===== config.mk =====
export PLATFORM = sky130hd
export DESIGN_NAME = if_fetch
export DESIGN_NICKNAME = d
export VERILOG_FILES = /design/src/rtl/pipe_pkg.sv /design/src/rtl/if_fetch.sv
export SDC_FILE = /design/constraint.sdc
export NUM_CORES = 1
export LEC_CHECK = 0
export ABC_AREA = 1
export ABC_CLOCK_PERIOD_IN_PS = 1650
export CAP_MARGIN = 20
export CORE_MARGIN = 4
export CORE_UTILIZATION = 36
export CTS_CLUSTER_DIAMETER = 40
export DETAILED_ROUTE_END_ITERATION = 10
export PLACE_DENSITY = 0.76
export SLEW_MARGIN = 20
export SYNTH_ARGS = -nofsm -noshare
export SYNTH_HDL_FRONTEND = slang
export SYNTH_SLANG_ARGS = --single-unit

===== constraint.sdc =====
create_clock -name clk -period 1.65 [get_ports clk]
set_clock_uncertainty 0.05 [all_clocks]
set_input_delay 0.165 -clock clk [delete_from_list [all_inputs] [get_ports clk]]
set_output_delay 0.165 -clock clk [all_outputs]
set_load 0.1 [all_outputs]

===== src/rtl/pipe_pkg.sv =====
`default_nettype none
// ============================================================================
// Module      : pipe_pkg
// Description : Shared definitions for the five-stage pipeline. It holds the
//               datapath widths, the bubble encoding, the fetch state
//               encoding and a word-alignment helper.
// Revision    : 1.0 - initial release
// ============================================================================
package pipe_pkg;

    localparam int C_PC_W   = 32;
    localparam int C_DATA_W = 32;

    // sll $0,$0,0
    localparam logic [C_DATA_W-1:0] NOP_INSTR = 32'h0000_0000;

    typedef enum logic [1:0] {
        ST_IDLE = 2'd0,
        ST_REQ  = 2'd1,
        ST_HOLD = 2'd2,
        ST_KILL = 2'd3
    } fetch_state_e;

    // Instruction addresses are always word aligned, so the low two bits are dropped.
    function automatic logic [C_PC_W-1:0] align_word(input logic [C_PC_W-1:0] addr);
        return addr & ~32'h0000_0003;
    endfunction

endpackage
`default_nettype wire


===== src/rtl/if_fetch.sv =====
`default_nettype none
// ============================================================================
// Module      : if_fetch
// Description : Instruction fetch unit. It holds the fetch PC, runs the
//               req/ack handshake with instruction memory and presents
//               pc/instr to IF/ID, or a NOP bubble when nothing is ready.
//               Optional macro IF_FETCH_PREFETCH_EN issues the next request
//               combinationally in the cycle an instruction is consumed.
// Revision    : 1.0 - initial release
// ============================================================================
module if_fetch #(
    parameter logic [31:0] RESET_PC  = 32'h0000_0000,
    parameter logic [31:0] NOP_INSTR = 32'h0000_0000
) (
    input  logic        clk,
    input  logic        reset_n,
    input  logic        cu_stall,
    input  logic        redirect_valid,
    input  logic [31:0] redirect_pc,
    output logic        imem_req,
    output logic [31:0] imem_addr,
    input  logic        imem_ack,
    input  logic [31:0] imem_rdata,
    output logic [31:0] pc,
    output logic [31:0] instr,
    output logic        fetch_valid
);

    import pipe_pkg::*;

    fetch_state_e      r_state;
    logic [C_PC_W-1:0] r_pc;        // fetch PC; also the outstanding request address
    logic [C_PC_W-1:0] r_tgt;       // redirect target latched while killing a request
    logic [31:0]       r_instr;
    logic              r_req;
    logic              r_valid;

    fetch_state_e      w_state_nxt;
    logic [C_PC_W-1:0] w_pc_nxt;
    logic [C_PC_W-1:0] w_tgt_nxt;
    logic [31:0]       w_instr_nxt;
    logic [C_PC_W-1:0] w_target;
    logic [C_PC_W-1:0] w_pc_inc;
    logic              w_pf_fire;

    assign w_target = align_word(redirect_pc);
    assign w_pc_inc = r_pc + 32'd4;

`ifdef IF_FETCH_PREFETCH_EN
    // The next request goes out in the same cycle the held instruction is consumed.
    assign w_pf_fire = (r_state == ST_HOLD) && !cu_stall && !redirect_valid;
    assign imem_req  = r_req | w_pf_fire;
    assign imem_addr = w_pf_fire ? w_pc_inc : r_pc;
`else
    assign w_pf_fire = 1'b0;
    assign imem_req  = r_req;
    assign imem_addr = r_pc;
`endif

    assign pc          = r_pc;
    assign instr       = r_instr;
    assign fetch_valid = r_valid;

    // Next-state logic: a redirect always wins over stall and consumption.
    always_comb begin
        w_state_nxt = r_state;
        w_pc_nxt    = r_pc;
        w_tgt_nxt   = r_tgt;
        w_instr_nxt = r_instr;
        case (r_state)
            ST_IDLE: begin
                w_state_nxt = ST_REQ;
                if (redirect_valid) w_pc_nxt = w_target;
            end
            ST_REQ: begin
                if (redirect_valid) begin
                    if (imem_ack) begin
                        // Data for the old path arrived with the redirect: drop it.
                        w_pc_nxt    = w_target;
                        w_state_nxt = ST_REQ;
                    end else begin
                        // Request still in flight: wait it out before moving on.
                        w_tgt_nxt   = w_target;
                        w_state_nxt = ST_KILL;
                    end
                end else if (imem_ack) begin
                    w_instr_nxt = imem_rdata;
                    w_state_nxt = ST_HOLD;
                end
            end
            ST_HOLD: begin
                if (redirect_valid) begin
                    w_pc_nxt    = w_target;
                    w_state_nxt = ST_REQ;
                end else if (!cu_stall) begin
                    w_pc_nxt = w_pc_inc;
                    if (w_pf_fire && imem_ack) begin
                        w_instr_nxt = imem_rdata;
                        w_state_nxt = ST_HOLD;
                    end else begin
                        w_state_nxt = ST_REQ;
                    end
                end
            end
            ST_KILL: begin
                if (redirect_valid) w_tgt_nxt = w_target;
                if (imem_ack) begin
                    w_pc_nxt    = redirect_valid ? w_target : r_tgt;
                    w_state_nxt = ST_REQ;
                end
            end
            default: w_state_nxt = ST_IDLE;
        endcase
    end

    // State and registered outputs, all derived from the next state.
    always_ff @(posedge clk or negedge reset_n) begin
        if (!reset_n) begin
            r_state <= ST_IDLE;
            r_pc    <= RESET_PC;
            r_tgt   <= RESET_PC;
            r_instr <= NOP_INSTR;
            r_req   <= 1'b0;
            r_valid <= 1'b0;
        end else begin
            r_state <= w_state_nxt;
            r_pc    <= w_pc_nxt;
            r_tgt   <= w_tgt_nxt;
            r_req   <= (w_state_nxt == ST_REQ) || (w_state_nxt == ST_KILL);
            r_valid <= (w_state_nxt == ST_HOLD);
            r_instr <= (w_state_nxt == ST_HOLD) ? w_instr_nxt : NOP_INSTR;
        end
    end

endmodule
`default_nettype wire


# Yosys cells after proc, flatten, opt, wreduce, memory -nomap -nowiden
# Cells that the tools add are included.
dict set report word_totals {
  ff_bits 100
  in_bits 69
  out_inout_bits 98
  elab_cells 50
}
dict set report classes {
  addsub 1
  eq_ne 15
  muxes 22
  n_reduce_logical 6
}
# cell count
set ops {}
lappend ops {{32-bit two-way mux} 13}
lappend ops {{32-bit case mux with 4 select lines} 1}
lappend ops {{32-bit case mux with 2 select lines} 1}
lappend ops {{32-bit by 3-bit adder with 32-bit output, second input constant} 1}
lappend ops {{2-bit inequality test, second input constant} 7}
lappend ops {{2-bit two-way mux} 6}
lappend ops {{2-bit equality test, second input constant} 4}
lappend ops {{2-bit case mux with 4 select lines} 1}
lappend ops {{3-bit AND reduction} 2}
lappend ops {{5-bit AND reduction} 1}
lappend ops {{2-bit by 1-bit equality test with 1-bit output, second input constant} 2}
lappend ops {{3-bit inequality test, second input constant} 1}
lappend ops {{2-bit zero test} 1}
lappend ops {{2-bit by 1-bit inequality test with 1-bit output, second input constant} 1}
lappend ops {{2-bit nonzero test} 1}
lappend ops {{1-bit logical OR} 1}

# Depth between registers and ports, before layout
# Gate-level depths: netlist of run 1.
dict set report depth {
  word_depth 6
  mapped_depth 12
  mapped_depth_nobuf 12
}

# Least setup slack after synthesis of run 1
# OpenSTA, ideal clock, no wires.
dict set report synth_timing {
  path_kind {flip-flop to flip-flop}
  startpoint {reg r_pc[3] (netlist: imem_addr[3])}
  endpoint {reg r_pc[28] (netlist: imem_addr[28])}
  arrival_ns 2.190
  path_slack_ns -0.714
  path_stages_with_launch 13
  n_path_buf 0
  synth_period_minus_slack_ns 2.364
  path_cell_list {dfrtp_1 > ha_1 > nand2_1 > nor2_1 > nand2_1 > nor2_2 > nand2_1 > nand2_1 > nand2_1 > nand2_1 > nand2_1 > nand2_1 > a21oi_1}
}
dict set report synth_via {
  elab_chain_cells 4
}
# element line
set synth_lines {}
lappend synth_lines {{start: declaration} if_fetch.sv:32} ;# logic [C_PC_W-1:0] r_pc;
lappend synth_lines {{start signal: assignment} if_fetch.sv:127} ;# r_pc <= w_pc_nxt;
lappend synth_lines {{32-bit by 3-bit adder with 32-bit output} if_fetch.sv:47} ;# assign w_pc_inc = r_pc + 32'd4;
lappend synth_lines {{32-bit two-way mux} if_fetch.sv:95} ;# end else if (!cu_stall) begin
lappend synth_lines {{32-bit two-way mux} if_fetch.sv:92} ;# if (redirect_valid) begin
lappend synth_lines {{32-bit case mux with 4 select lines} if_fetch.sv:70} ;# case (r_state)
# No other way between the ends. The select of a mux whose other input is x is not followed.
# A chain may end at the register's enable or synchronous reset.

# Final worst setup path of run 1
dict set report layout_timing {
  startpoint {reg r_pc[3] (netlist: imem_addr[3])}
  endpoint {reg r_pc[12] (netlist: imem_addr[12])}
}
# The elaborated chain is that of the path after synthesis.

==> results of run 1 <==
[worst max path at each step]
stage / depth (start not counted) / endpoint / slack [ns]
5_1_grt: 10 / imem_addr[31]$_DFFE_PN0P_ / -0.15
6_report: 11 / imem_addr[12]$_DFFE_PN0P_ / -0.05
2_1_floorplan: 11 / imem_addr[28]$_DFFE_PN0P_ / -0.14
3_5_place_dp: 9 / imem_addr[31]$_DFFE_PN0P_ / -0.10
3_3_place_gp: 8 / imem_addr[17]$_DFFE_PN0P_ / -0.06
4_1_cts: 11 / imem_addr[16]$_DFFE_PN0P_ / -0.0003
[timing repair]
item | in CTS | in global routing
gates resized for setup | 2 | 62
hold buffers | 1 | 0
pin swaps | 4 | 28
buffers inserted | 2 | 11
hold endpoints to repair | 29 | 0
gates cloned | 0 | 3
setup endpoints to repair | 7 | 46
[layout by cell type (no fill, tap or decap), types with 2 or more instances in the layout]
cell type        Yosys  final
buf_4               34     81
nand2_2              3     11
o221ai_1             6      6
nor2_1             107     86
clkbuf_16            0     11
nand3_1             27     24
inv_4                1      3
dfrtp_4              0     20
a31oi_1              3      3
o21ai_2              1      2
o22ai_1              5      5
buf_6                4      2
nor2_2               4     15
clkinv_2             0      4
a22oi_2              0      3
o21ai_0             39     38
dfrtp_2              0     11
o31ai_1              4      4
inv_1               62     60
nor2_8               2      2
nand2_1            337    321
clkdlybuf4s50_1      0     65
o21ai_1              3      3
dfrtp_1             99     68
inv_2                7      6
a21oi_1             34     26
nand3b_1             2      2
nor2_4               3     13
o221ai_2            14     14
o21bai_1             3      3
nand2_8              0      2
buf_12               0    111
xor2_1               4      4
a21oi_2              1      8
nand2_4              1      7
nand3_2              0      2
[sequential cells by signal (all words and copies together) (netlist names)]
name	cells
imem_addr	32
r_state	2
r_tgt	32
fetch_valid	1
instr	32
[critical path, stage by stage, from the launching register on]
cell and delay (ns):
dfrtp_4 0.45, ha_4 0.18, nand2_4 0.07, nor2_4 0.15, nand2_4 0.10, nor2_4 0.15
buf_4 0.13, nand2_1 0.04, nand3_1 0.08, nand2_1 0.07, nand2_1 0.06, a31oi_1 0.07
[layer usage]
metal  vias to the layer above  GRT usage [%]
met3                        60           6.99
met4                         0           8.96
met2                       334           34.2
met5                         -              0
li1                       3059              -
met1                      2964           24.9
[kinds of logic after synthesis]
kind of cell,Yosys count
buffers and inverters,134
DFF,99
and+or+nand+nor,486
AOI/OAI and AO/OA,119
xor gates and xnor gates,4
adders and majority gates,1
[final cells by class]
class | instances | area share (%)
clock inverter | 6 | 0.572
inverter | 70 | 2.76
tap | 216 | 2.69
sequential | 99 | 25.5
timing repair buffer | 262 | 35.4
multi-input combinational | 610 | 30.8
clock buffer | 10 | 2.28
[through the flow]
| stage | setup TNS (ns) | util (%) | setup slack [ns] |
|---|---|---|---|
| 2_1_floorplan | -1.29 | - | -0.143 |
| 3_3_place_gp | -1.35 | 58.4 | -0.0577 |
| 3_5_place_dp | -2.60 | 58.4 | -0.104 |
| 4_1_cts | -0.000312 | 60.4 | -0.000312 |
| 5_1_grt | -2.17 | 62.6 | -0.153 |
| 6_report | -0.246 | 62.6 | -0.0524 |
[power by group through the flow]
stage / clock (µW) / sequential (µW) / combinational (µW)
after floorplan: 0 / 5210 / 3380
after global placement: 0 / 3410 / 8210
after detailed placement: 0 / 3440 / 8310
after CTS: 2150 / 3390 / 8340
after global routing: 2270 / 3470 / 9010
final: 2140 / 3420 / 8610
==> metrics.txt, run 1 <==
worst setup path startpoint imem_addr[3]$_DFFE_PN0P_; max-cap violations 0; met3 WL post-DR between 2 and 2.5 mm; Detailed Place HPWL 14.8 mm; Leakage 0.00471 µW; vias per cell slightly above 5; worst slew pin tran 0.509 ns; Synth Register Bits 99; post-layout minimum cycle time between 1.5 and 2 ns; Post-synth EDFFs 0; internal power 7220 µW; antenna cells 0; switching share of power 49.0%; Finished Layout Cells 1273; Cell Rows 46; Num Clock Sinks between 90 and 100; Fillers 1245; Worst EP arrival 1.88 ns; TritonRoute pass-1 iters 5; R2R depth 11; RSZ-0062 raised after global routing yes; Final WS setup -0.0524 ns; worst reg2reg setup slack -0.05 ns; Worst setup SP type flop; Synth Area in XOR/XNOR 0.587%; Power Density 1410 nW/µm²; routed vias 6417; achievable clock frequency 587 MHz; Net Sw Power 6950 µW; top layer in use met4; placed instance count 1240; Clock power frac between 15 and 20%; clock-pin slew on the worst setup and hold paths 0.07 ns; synthesized net count 913; gpl congestion 0.925; count of nets after finishing 1122; die height 137 µm; Req. time, crit path 1.83 ns; Avg Inst Size Synth 7.07 µm²; Synth Flop Type dfrtp_1; Multi-input gate area 3100 µm²; initial core utilization 37.1%; DR WL/cell around 16 µm; WL final 20.1 mm; final non-filler cell area 10100 µm²; cts bufs inserted 9; number of global-route vias before repair 6290; adder-cell share of the synthesized area 0.210%; fin crit share 103%; Commonest cells post-synth nand2_1 (337), nor2_1 (107), dfrtp_1 (99), inv_1 (62), o21ai_0 (39); total power 14200 µW; post-synthesis compound-gate area fraction 13.6%; CP Capture Type flop; area grow syn2layout 68.7%; Synth area leader dfrtp_1; worst r2r src imem_addr[3]$_DFFE_PN0P_; count leader, synth nand2_1; main combinational cell family by area after synthesis simple AND/OR/NAND/NOR gates; WS Path Type flop to flop; failing checks setup timing; Crit Path Max Fanout 5; core footprint 16100 µm²; Max clock buf depth 2; sequential-to-total area share from yosys stat between 40% and 50%; Detail Route Antenna Nets 0; Synth Area in Simple Gates 32.6%; Flop pwr share about a quarter; Metal-1 WL roughly 7.6 mm; worst vdd ir 0.962 mV; status finished with violations; initial DRC count roughly 550; port bufs approximately 160; # setup viols final 14; root buffer cell clkbuf_16; proportion of synthesized area in mux cells 0%; Area contributors post-synth dfrtp_1 (42%), nand2_1 (21%), nor2_1 (6.7%); Fin. Hold Viols 0; largest net degree at the start of global routing 36; GRT Resource Usage Total 20.8%; initial antenna violation count 0; post-synthesis cell area 5960 µm²; RR Endpoint imem_addr[12]$_DFFE_PN0P_; Hold Slack ~0.27 ns; Netlist cell types 35; layout cells sized above 1 31.6%; CTS tree done; worst hold path class input pin to async pin; first-pass GRT wire length between 30 and 40 mm; Synth Instances 843; die area 18700 µm²; FFs w/ async S/R, synth 100%; Cell Area, Placed 9380 µm²; combinational power share 60.8%; Worst-Skew Late Latency 0.36 ns; flip-flop and latch area 2570 µm²; DRC Markers 0; Yosys top cell area share 41.5%; Ys Warns 0; die width between 100 and 150 µm; met2 WL 9.47 mm; total grt overflow 0; final slew viol count 0; Relative slew margins around 66%; io pins 167; H-tree levels 3
Power figures use the tool's default switching activity.
==> inputs of run 2 (changes only) <==
==> constraint.sdc (replaced) <==
create_clock -name clk -period 1.65 [get_ports clk]
set_clock_uncertainty 0.05 [all_clocks]
set_input_delay 0.165 -clock clk [delete_from_list [all_inputs] [get_ports clk]]
set_output_delay 0.165 -clock clk [all_outputs]
set_load 0.005 [all_outputs]
==> metrics.txt, run 2 (synthesized netlist as in run 1, its figures left out) <==
TritonRoute pass-1 iters 5; Post-Route Setup TNS -1.81 ns; most frequent cells in the layout nand2_1 (329), clkdlybuf4s50_1 (139), nor2_1 (97), dfrtp_1 (93), buf_4 (76); initial core utilization 37.1%; die height approximately 140 µm; Worst-Skew Late Latency 0.36 ns; Req. time, crit path approximately 1.9 ns; Final WS setup -0.210 ns; Detail Route Antenna Nets 0; Clock power frac 22.1%; port bufs 164; most common cell after layout, fill and taps aside nand2_1; total power 9370 µW; DRC Markers 0; Power Density approximately 1100 nW/µm²; Crit Path Max Fanout 6; Num Clock Sinks a little under 100; die area 18700 µm²; layout cells sized above 1 18.6%; Max clock buf depth 2; io pins 167; R2R depth 12; count of nets after finishing 1127; WL final 19.3 mm; RSZ-0062 raised after global routing yes; Detailed Place HPWL around 14 mm; Finished Layout Cells 1277; first-pass GRT wire length a little over 30 mm; status finished with violations; die width between 100 and 150 µm; Worst EP arrival roughly 2.1 ns; # setup viols final 23; WS Path Type flop to flop; number of global-route vias before repair 6236; max-cap violations 0; worst hold path class input pin to async pin; worst reg2reg setup slack -0.21 ns; root buffer cell clkbuf_16; DR WL/cell 15.1 µm; antenna cells 0; worst vdd ir 0.757 mV; final slew viol count 0; cts bufs inserted 9; Leakage around 0.0043 µW; Worst setup SP type flop; initial DRC count ~480; Hold Slack 0.192 ns; CP Capture Type flop; switching share of power 35.5%; H-tree levels 3; worst slew pin tran 0.403 ns; fin crit share 113%; initial antenna violation count 0; GRT Resource Usage Total 20.7%; Fillers roughly 1500; internal power 6040 µW; CTS tree done; Fin. Hold Viols 0; routed vias 6288; Relative slew margins about three quarters; clock-pin slew on the worst setup and hold paths ~0.07 ns; vias per cell around 4.9; area grow syn2layout 49.2%; achievable clock frequency 538 MHz; Flop pwr share around a third; total grt overflow 0; failing checks setup timing; gpl congestion 0.927; combinational power share 43.6%; placed instance count 1243; Cell Rows 46; post-layout minimum cycle time roughly 1.9 ns; largest net degree at the start of global routing 45; Net Sw Power 3330 µW; core footprint between 15000 and 20000 µm²
==> run 2: cell types whose count changed in the layout (fill, tap and decap cells not counted), moves of 5 or more <==
cell and delta:
buf_12 -103, clkdlybuf4s50_1 +74, dlymetal6s2s_1 +18, nor2_2 -7, buf_6 +17, nor2_1 +11
dlygate4sd2_1 +5, dfrtp_4 -20, nand2_1 +8, buf_4 -5, dfrtp_2 -5, dfrtp_1 +25
==> run 2: critical path, stage by stage (launching register included) <==
cell and delay (ns):
dfrtp_1 0.45, buf_6 0.13, nand2_4 0.05, nor2_4 0.20, nand2_4 0.11, nor2_4 0.22
buf_6 0.14, nand2_2 0.04, nand2_1 0.08, nand3_1 0.07, nand2_1 0.07, nand2_1 0.05
a21oi_1 0.14
==> run 2: power groups by stage <==
stage	clock network (µW)	registers [µW]	logic, µW
floorplan	0	3300	1790
global placement	0	3220	3670
detailed placement	0	3240	3760
CTS	2130	3190	3800
global route	2210	3270	4500
finish	2070	3210	4090
==> run 2: metal layers <==
metal,vias to the layer above,track usage (%),share of wire (%)
met2,254,35.1,49
met4,0,6.10,1.9
met5,-,0,0
met3,27,7.24,9.2
met1,2940,24.8,40
li1,3067,-,-
==> run 2: path summary, 6_finish.rpt <==
path | startpoint | to
setup / recovery | imem_addr[3]$_DFFE_PN0P_ | imem_addr[21]$_DFFE_PN0P_
hold / removal | reset_n | instr[15]$_DFFE_PN0P_
setup reg to reg | imem_addr[3]$_DFFE_PN0P_ | imem_addr[21]$_DFFE_PN0P_
hold reg to reg | instr[22]$_DFFE_PN0P_ | instr[22]$_DFFE_PN0P_
max in group asynchronous | reset_n | imem_addr[26]$_DFFE_PN0P_
min in group clk | imem_rdata[30] | instr[30]$_DFFE_PN0P_
==> run 2: layout make-up <==
| class | instances | area, µm² | area share [%] |
|---|---|---|---|
| inverters | 70 | 270 | 3.04 |
| clock inverters | 6 | 57.6 | 0.647 |
| repair buffers | 267 | 2620 | 29.5 |
| clock buffers | 9 | 225 | 2.53 |
| multi-input cells | 610 | 2970 | 33.4 |
| well taps | 216 | 270 | 3.04 |
| flip-flops and latches | 99 | 2480 | 27.9 |
==> run 2: per-stage QoR <==
stage / utilization, % / setup WS, ns / instance area, µm²
finish: 55.4 / -0.210 / 8890
global route: 55.4 / -0.282 / 8890
CTS: 53.2 / -0.0487 / 8540
detailed placement: 51.0 / -0.117 / 8180
global placement: 51.0 / -0.0392 / 8180
floorplan: - / 0.0347 / 5960
==> run 2: what timing repair did <==
item | CTS | global route
endpoints found under the setup margin | 40 | 84
buffers inserted | 2 | 17
pin swaps | 6 | 14
hold buffers | 1 | 0
gates resized for setup | 23 | 73
gates cloned | 0 | 0
endpoints found under the hold margin | 55 | 0
